<file path="src/rtl/seq_mul8_if.sv">
// Handshake and operand/result bundle for the sequential shift-add multiplier.
interface seq_mul8_if #(
  parameter int WIDTH = 8
);
  logic             start;
  logic [WIDTH-1:0] a;
  logic [WIDTH-1:0] b;
  logic             busy;
  logic             done;
  logic [WIDTH-1:0] prod_lo;
  logic [WIDTH-1:0] prod_hi;
  logic             ovf;

  // Requester side: issues operands, observes status and result.
  modport master (
    output start, a, b,
    input  busy, done, prod_lo, prod_hi, ovf
  );

  // Multiplier side.
  modport slave (
    input  start, a, b,
    output busy, done, prod_lo, prod_hi, ovf
  );
endinterface

</file>
<file path="src/rtl/seq_mul8.sv">
// Multi-cycle unsigned shift-add multiplier: one partial-product step per clock,
// full 2*WIDTH-bit product registered on completion with a one-cycle done pulse.
module seq_mul8 #(
  parameter int WIDTH = 8
) (
  input logic        clk,
  input logic        rst,
  seq_mul8_if.slave  bus
);

  localparam int CW = $clog2(WIDTH) + 1;

  typedef enum logic [1:0] {
    IDLE = 2'd0,
    RUN  = 2'd1,
    DONE = 2'd2
  } state_t;

  state_t           state_q, state_d;
  logic [WIDTH-1:0] mcand_q, mcand_d;
  logic [WIDTH-1:0] hi_q, hi_d;
  logic [WIDTH-1:0] lo_q, lo_d;
  logic [CW-1:0]    cnt_q, cnt_d;
  logic [WIDTH-1:0] prod_lo_q, prod_lo_d;
  logic [WIDTH-1:0] prod_hi_q, prod_hi_d;
  logic             ovf_q, ovf_d;
  logic [WIDTH:0]   sum;

  // Next-state logic: operand capture, one add-and-shift per RUN cycle, result latch.
  always_comb begin
    state_d   = state_q;
    mcand_d   = mcand_q;
    hi_d      = hi_q;
    lo_d      = lo_q;
    cnt_d     = cnt_q;
    prod_lo_d = prod_lo_q;
    prod_hi_d = prod_hi_q;
    ovf_d     = ovf_q;
    sum       = '0;
    unique case (state_q)
      IDLE: begin
        if (bus.start) begin
          mcand_d = bus.a;
          hi_d    = '0;
          lo_d    = bus.b;
          cnt_d   = '0;
          state_d = RUN;
        end
      end
      RUN: begin
        sum   = {1'b0, hi_q} + (lo_q[0] ? {1'b0, mcand_q} : '0);
        // {hi,lo} <= {sum,lo} >> 1, split so no intermediate 2W+1 vector is needed
        hi_d  = sum[WIDTH:1];
        lo_d  = {sum[0], lo_q[WIDTH-1:1]};
        cnt_d = cnt_q + CW'(1);
        if (cnt_q == CW'(WIDTH - 1)) begin
          state_d   = DONE;
          prod_hi_d = sum[WIDTH:1];
          prod_lo_d = {sum[0], lo_q[WIDTH-1:1]};
          ovf_d     = |sum[WIDTH:1];
        end
      end
      DONE: state_d = IDLE;
      default: state_d = IDLE;
    endcase
  end

  // State and datapath registers with synchronous reset discarding any in-flight op.
  always_ff @(posedge clk) begin
    if (rst) begin
      state_q   <= IDLE;
      mcand_q   <= '0;
      hi_q      <= '0;
      lo_q      <= '0;
      cnt_q     <= '0;
      prod_lo_q <= '0;
      prod_hi_q <= '0;
      ovf_q     <= 1'b0;
    end else begin
      state_q   <= state_d;
      mcand_q   <= mcand_d;
      hi_q      <= hi_d;
      lo_q      <= lo_d;
      cnt_q     <= cnt_d;
      prod_lo_q <= prod_lo_d;
      prod_hi_q <= prod_hi_d;
      ovf_q     <= ovf_d;
    end
  end

  // Status decodes straight from the state; result comes from the held registers.
  always_comb begin
    bus.busy    = (state_q != IDLE);
    bus.done    = (state_q == DONE);
    bus.prod_lo = prod_lo_q;
    bus.prod_hi = prod_hi_q;
    bus.ovf     = ovf_q;
  end

endmodule

</file>
<file path="src/flat_wrapper.sv">
// flat-port wrapper written by rule: the top's interface ports become plain ports
module seq_mul8_flat 
#(
  parameter int WIDTH = 8
)
  (clk, rst, bus_start, bus_a, bus_b, bus_busy, bus_done, bus_prod_lo, bus_prod_hi, bus_ovf);
  seq_mul8_if #(.WIDTH(WIDTH)) bus_i ();
  input logic clk;
  input logic rst;
  input wire logic [$bits(bus_i.start)-1:0] bus_start;
  input wire logic [$bits(bus_i.a)-1:0] bus_a;
  input wire logic [$bits(bus_i.b)-1:0] bus_b;
  output wire logic [$bits(bus_i.busy)-1:0] bus_busy;
  output wire logic [$bits(bus_i.done)-1:0] bus_done;
  output wire logic [$bits(bus_i.prod_lo)-1:0] bus_prod_lo;
  output wire logic [$bits(bus_i.prod_hi)-1:0] bus_prod_hi;
  output wire logic [$bits(bus_i.ovf)-1:0] bus_ovf;
  assign bus_i.start = bus_start;
  assign bus_i.a = bus_a;
  assign bus_i.b = bus_b;
  assign bus_busy = bus_i.busy;
  assign bus_done = bus_i.done;
  assign bus_prod_lo = bus_i.prod_lo;
  assign bus_prod_hi = bus_i.prod_hi;
  assign bus_ovf = bus_i.ovf;
  seq_mul8 #(.WIDTH(WIDTH)) u_core (.clk(clk), .rst(rst), .bus(bus_i));
endmodule
</file>
<file path="config.mk">
export PLATFORM = sky130hd
export DESIGN_NAME = seq_mul8_flat
export DESIGN_NICKNAME = d
export VERILOG_FILES = /design/src/rtl/seq_mul8_if.sv /design/src/rtl/seq_mul8.sv /design/src/flat_wrapper.sv
export SDC_FILE = /design/constraint.sdc
export NUM_CORES = 1
export LEC_CHECK = 0
export ABC_AREA = 1
export CORE_ASPECT_RATIO = 1.75
export CORE_MARGIN = 2
export CORE_UTILIZATION = 53
export CTS_CLUSTER_SIZE = 12
export DETAILED_ROUTE_END_ITERATION = 12
export HOLD_SLACK_MARGIN = 0.02
export PLACE_DENSITY = 0.9
export SYNTH_ARGS = -nofsm -noshare
export SYNTH_HDL_FRONTEND = slang
export SYNTH_SLANG_ARGS = --single-unit
</file>
<file path="constraint.sdc">
create_clock -name clk -period 2.54 [get_ports clk]
set_input_delay 0.508 -clock clk [delete_from_list [all_inputs] [get_ports clk]]
set_output_delay 0.508 -clock clk [all_outputs]
set_load 0.01 [all_outputs]
</file>
=== Word level (Yosys, flattened, before mapping) ===
Index checks and enable logic that the tools add are counted.

* Equality and inequality tests: 5
* Mux-type cells: 10
* Reductions and logical operators: 8
* $add $sub $neg: 2

{| class="wikitable"
|+ Operator list
! operator !! number
|-
| $pmux W8 S2 || 2
|-
| $mux W8 || 3
|-
| $add A8 B9 Y9 || 1
|-
| $pmux W4 S2 || 1
|-
| $reduce_and A2 Y1 || 4
|-
| $reduce_or A8 Y1 || 1
|-
| $add A4 B1 Y4 const B || 1
|-
| $eq A4 B3 Y1 const B || 1
|-
| $mux W2 || 2
|-
| $mux W4 || 1
|-
| $pmux W2 S2 || 1
|-
| $reduce_bool A2 Y1 || 2
|-
| $eq A2 B1 Y1 const B || 1
|-
| $eq A2 B2 Y1 const B || 1
|-
| $logic_not A2 Y1 || 1
|-
| $ne A2 B1 Y1 const B || 1
|-
| $ne A2 B2 Y1 const B || 1
|}

* Word-level logic and storage cells: 33
* Input port bits: 19
* Bits in registers: 47
* Output and inout bits: 19

=== Logic depth before layout (Yosys ltp) ===
* Word-level depth: 3
* Gate-level depth with buffers: 15
* Depth with buffers taken out: 14

=== Worst setup path after synthesis ===
Ideal clock, no wire load.

* Kind: reg-to-reg
* From: register u_core.lo_q[0]
* To: register u_core.ovf_q (netlist: u_core.bus.ovf)
* Data required time: 2423 ps
* Clock period less this slack: 1907 ps
* Data arrival time: 1790 ps
* Path slack: 633 ps
* Stages on the path, launching flop included: 16
* Library setup time: 117 ps
* Buffers on the path: 1
* Path through: dfxtp_1 > clkbuf_1 > nand2_1 > inv_1 > ha_1 > fa_1 > nand2_1 > nand2_1 > nand2_1 > nand2_1 > nand2_1 > nand2_1 > nor2_1 > nand3_1 > nor2_1 > nor2_1

* Longest elaborated chain between the ends: 3

{| class="wikitable"
|+ RTL lines
! what !! RTL line !! source
|-
| from (decl) || seq_mul8.sv:22 || <nowiki>logic [WIDTH-1:0] lo_q, lo_d;</nowiki>
|-
| from (signal assigned) || seq_mul8.sv:83 || <nowiki>lo_q <= lo_d;</nowiki>
|-
| $mux W8 || seq_mul8.sv:51 || <nowiki>sum = {1'b0, hi_q} + (lo_q[0] ? {1'b0, mcand_q} : '0);</nowiki>
|-
| $add A8 B9 Y9 || seq_mul8.sv:51 ||
|-
| $reduce_or A8 Y1 || seq_mul8.sv:60 || <nowiki>ovf_d = |sum[WIDTH:1];</nowiki>
|-
| to (signal assigned) || seq_mul8.sv:87 || <nowiki>ovf_q <= ovf_d;</nowiki>
|-
| to (decl) || seq_mul8.sv:26 || <nowiki>logic ovf_q, ovf_d;</nowiki>
|}

Every way passes these cells.
A chain may end at the register's enable or synchronous reset.

=== Final worst setup path ===
Same ends and word-level chain as after synthesis.

==> results.md <==
Logic synthesis:
- After synthesis, the share of flip-flops with an asynchronous set or reset is 0%.
- The part of the Yosys area used for sequential elements is 40.9%.
- The biggest area contributor in the post-synthesis netlist is dfxtp_1.
- Ranked by instance count, the synthesized netlist is headed by 90 x nand2_1, 47 x dfxtp_1, 37 x nor2_1.
- The synthesized design contains 0 enable-type register cells.
- Counting flops and latches in the post-synthesis netlist gives 47.
- After synthesis the cells add up to 2300 um2.
- By area the synthesized netlist is led by dfxtp_1 41%, nand2_1 15%, nand3_1 6.1%.
- The post-synthesis net count is 343.
- The most numerous cell in the Yosys netlist is nand2_1.
- The average cell area after synthesis is 7.32 um2.
- The share of synthesized area in the top cell type comes to 40.9%.
- The count of distinct cell types in the synthesized netlist is 27.
- The most frequently used flop master after synthesis is dfxtp_1.
- After technology mapping, the gate count stands at 314.
- For this run, the number of Yosys warnings is 0.

Detailed routing:
- The total length of routed met3 wires is 245 um.
- The final layout contains routed wiring with a total length of 5.45 mm.
- The average wire per cell in the routed design is 13.6 um.
- The post-route DRC violation count is 0.
- Once detail routing completed, the nets flagged for antenna violations numbered 0.
- The detailed router put a total of 1.91 mm of wire on met1.
- The first routing iteration left 85 violations.
- The average via count per standard cell is 5.46.
- The uppermost layer routed is met4.
- The number of vias after detailed routing is 2,183.
- The first TritonRoute pass finished after 4 iterations.
- The sum of met2 wire segment lengths after detailed routing is 2.98 mm.

STA:
- The highest clock frequency the design can meet is 486 MHz.
- The total count of hold-check failures in the final report was 0.
- The final critical-path setup slack is 482 ps.
- The remaining max-slew budget at the tightest pin is 53.5%.
- The minimum period implied by the final worst setup slack is 2060 ps.
- Across the routed clock network, the largest skew measured is 4.79 ps.
- The setup violation total in the final timing report is 0.
- Setup repair after global routing left no endpoint under its margin.
- The count of final max-slew check failures is 0.
- The slew at the pin closest to its max-slew limit is 696 ps.
- In the finished design, the share of the clock period the worst path needs comes to 81.0%.
- In the final timing run, aggregate negative setup slack is 0 ps.
- The worst hold slack is 475 ps.

GRT:
- The total congestion overflow is 0.
- Entering global routing, the biggest net connects 26 pins.
- The total track usage is 25.9%.
- The via count of the first global-routing pass came to 2,254.
- The number of antenna violations at the first check in global routing is 0.
- The first-pass GRT wire length is 9.53 mm.

Floorplanning:
- The floorplan die area is 4900 um2.
- The count of pins on the block boundary is 38.
- The floorplan step set the die width to 53.8 um.
- The standard cell core area is 4150 um2.
- The initial utilization of the core area, before any placement, comes to 55.4%.
- The die span in y is 91.1 um.
- The floorplan has 31 rows.

Placement:
- The setup slack after placement is 509 ps.
- The HPWL after detailed placement is 3.93 mm.
- The number of buffer cells added on primary ports is 37.
- At the end of routability-driven placement, the weighted congestion stood at 0.876.

Clock network:
- The tree built by TritonCTS fans out to 47 sinks.
- The root buffer cell is clkbuf_8.
- Clock-pin slew was measured on the worst setup and hold paths at 90 ps.
- The number of clock buffers added by TritonCTS is 5.
- The count of instances resized after the clock tree is built is 0.
- The clock latency on the worst-skew pair is 300 ps.
- CTS built an H-tree with a depth of 2.
- After clock tree synthesis, the setup repair step added 0 buffers.
- TritonCTS built the clock tree.
- Hold repair after CTS inserted 0 buffers.
- The worst-case clock buffer depth is 2.

Job:
- The number of max-capacitance violations reported is 0.

Final layout:
- The diode insertion count for antenna repair is 0.
- The layout overhead on the synthesized area is 22.8%.
- Of the cells placed in the final design, the portion with a size suffix greater than 1 is 8.26%.
- The net count of the finished layout is 379.

Power and ir drop:
- Summed over all cells, the static leakage comes to 1.32 nW.
- The worst-case IR drop observed on VDD is 0.000618 V.
- The post-layout total power is 1.58 mW.
- Dividing total power by cell area gives a power density of 560 nW/um2.

Setup path:
- The startpoint of the worst setup timing path is u_core.lo_q[0].
- STA classifies the critical path endpoint as a flip-flop.
- The worst register-to-register path begins at u_core.lo_q[0].
- STA puts the critical path data required time at 2740 ps.
- Measured in cells, the most critical reg-to-reg path has a length of 14.
- The type of the worst setup path is flip-flop to flip-flop.
- The type of element launching the critical path is a flip-flop.
- The critical path data arrival time is 2260 ps.
- Of all nets on the critical path, the largest fanout is 9.

Worst hold path:
- The type of the tightest min-delay check is flip-flop to flip-flop.
- The instance count along the most critical hold path is 2.
- In this run the most critical hold path is launched from u_core.hi_q[2].

Outcome:
- The flow ran to the end, and the final reports show no timing, DRC or antenna violations.
[kinds of logic (layout without fill, tap and decap cells)]
logic type | count (synthesis) | count (layout) | share of synthesized area [%]
adders and majority gates | 10 | 10 | 5.77
buffers and inverters | 47 | 84 | 8.87
DFF | 47 | 47 | 40.9
AOI/OAI and AO/OA | 43 | 43 | 11.5
and+or+nand+nor | 167 | 167 | 33.0
[path summary, 6_finish.rpt]
| check | end | slack, ps |
|---|---|---|
| setup / recovery | u_core.bus.ovf | 480 |
| hold / removal | u_core.hi_q[2] | 480 |
| setup reg to reg | u_core.bus.ovf | 480 |
| hold reg to reg | u_core.hi_q[2] | 480 |
[area by class of cell]
type	instances	area (um2)
clock buffer	5	68.8
clock inverter	3	67.6
fill	315	1330
inverter	38	153
multi-input combinational	220	1150
sequential	47	941
tap	49	61.3
timing repair buffer	38	378
[worst max-delay path: stages (launching register included)]
cell and delay (ps):
dfxtp_1 390, nand2_1 90, inv_1 50, ha_1 210, fa_1 400, nand2_1 100
nand2_1 100, nand2_1 80, nand2_1 70, nand2_1 110, nand2_1 60, nor2_1 80
nand3_1 70, nor2_1 100, nor2_1 50
[registers in the layout (all words and copies together), names as in the netlist]
register / cells
u_core.cnt_q: 4
u_core.bus.prod_hi: 8
u_core.state_q: 2
u_core.mcand_q: 8
u_core.bus.ovf: 1
u_core.bus.prod_lo: 8
u_core.hi_q: 8
u_core.lo_q: 8
[metal layers]
metal	vias up	global-route usage, %
li1	1077	-
met1	990	26.7
met2	85	45.5
met3	31	4.11
met4	0	15.4
met5	-	0
[per-stage QoR]
step	utilization, %	cells	cell area (um2)
after global routing	68.0	400	2820
final	68.0	400	2820
after CTS	68.0	400	2820
after detailed placement	64.8	392	2690
after global placement	64.8	392	2690
after floorplan	-	314	2300
[power by group]
part           total (mW)  switching (mW)  internal, mW
logic               0.152          0.0907        0.0615
registers           0.779          0.0186         0.760
clock network       0.649           0.257         0.392
[placed cells by master (no fill, tap or decap), types with 2 or more instances in the layout]
cell	Yosys	final
nand2_1	90	90
a31oi_1	5	5
nand3b_1	2	2
inv_1	33	33
clkbuf_8	0	5
inv_4	2	2
nand3_1	28	28
inv_2	2	2
nor2_1	37	37
nand4_1	2	2
dfxtp_1	47	47
o21ai_0	10	10
nor2_8	4	4
o21ai_2	6	6
a221oi_1	3	3
ha_1	9	9
bufinv_16	0	2
a21oi_1	17	17
clkdlybuf4s50_1	0	37
No activity file was read; power rests on OpenSTA's default activity.
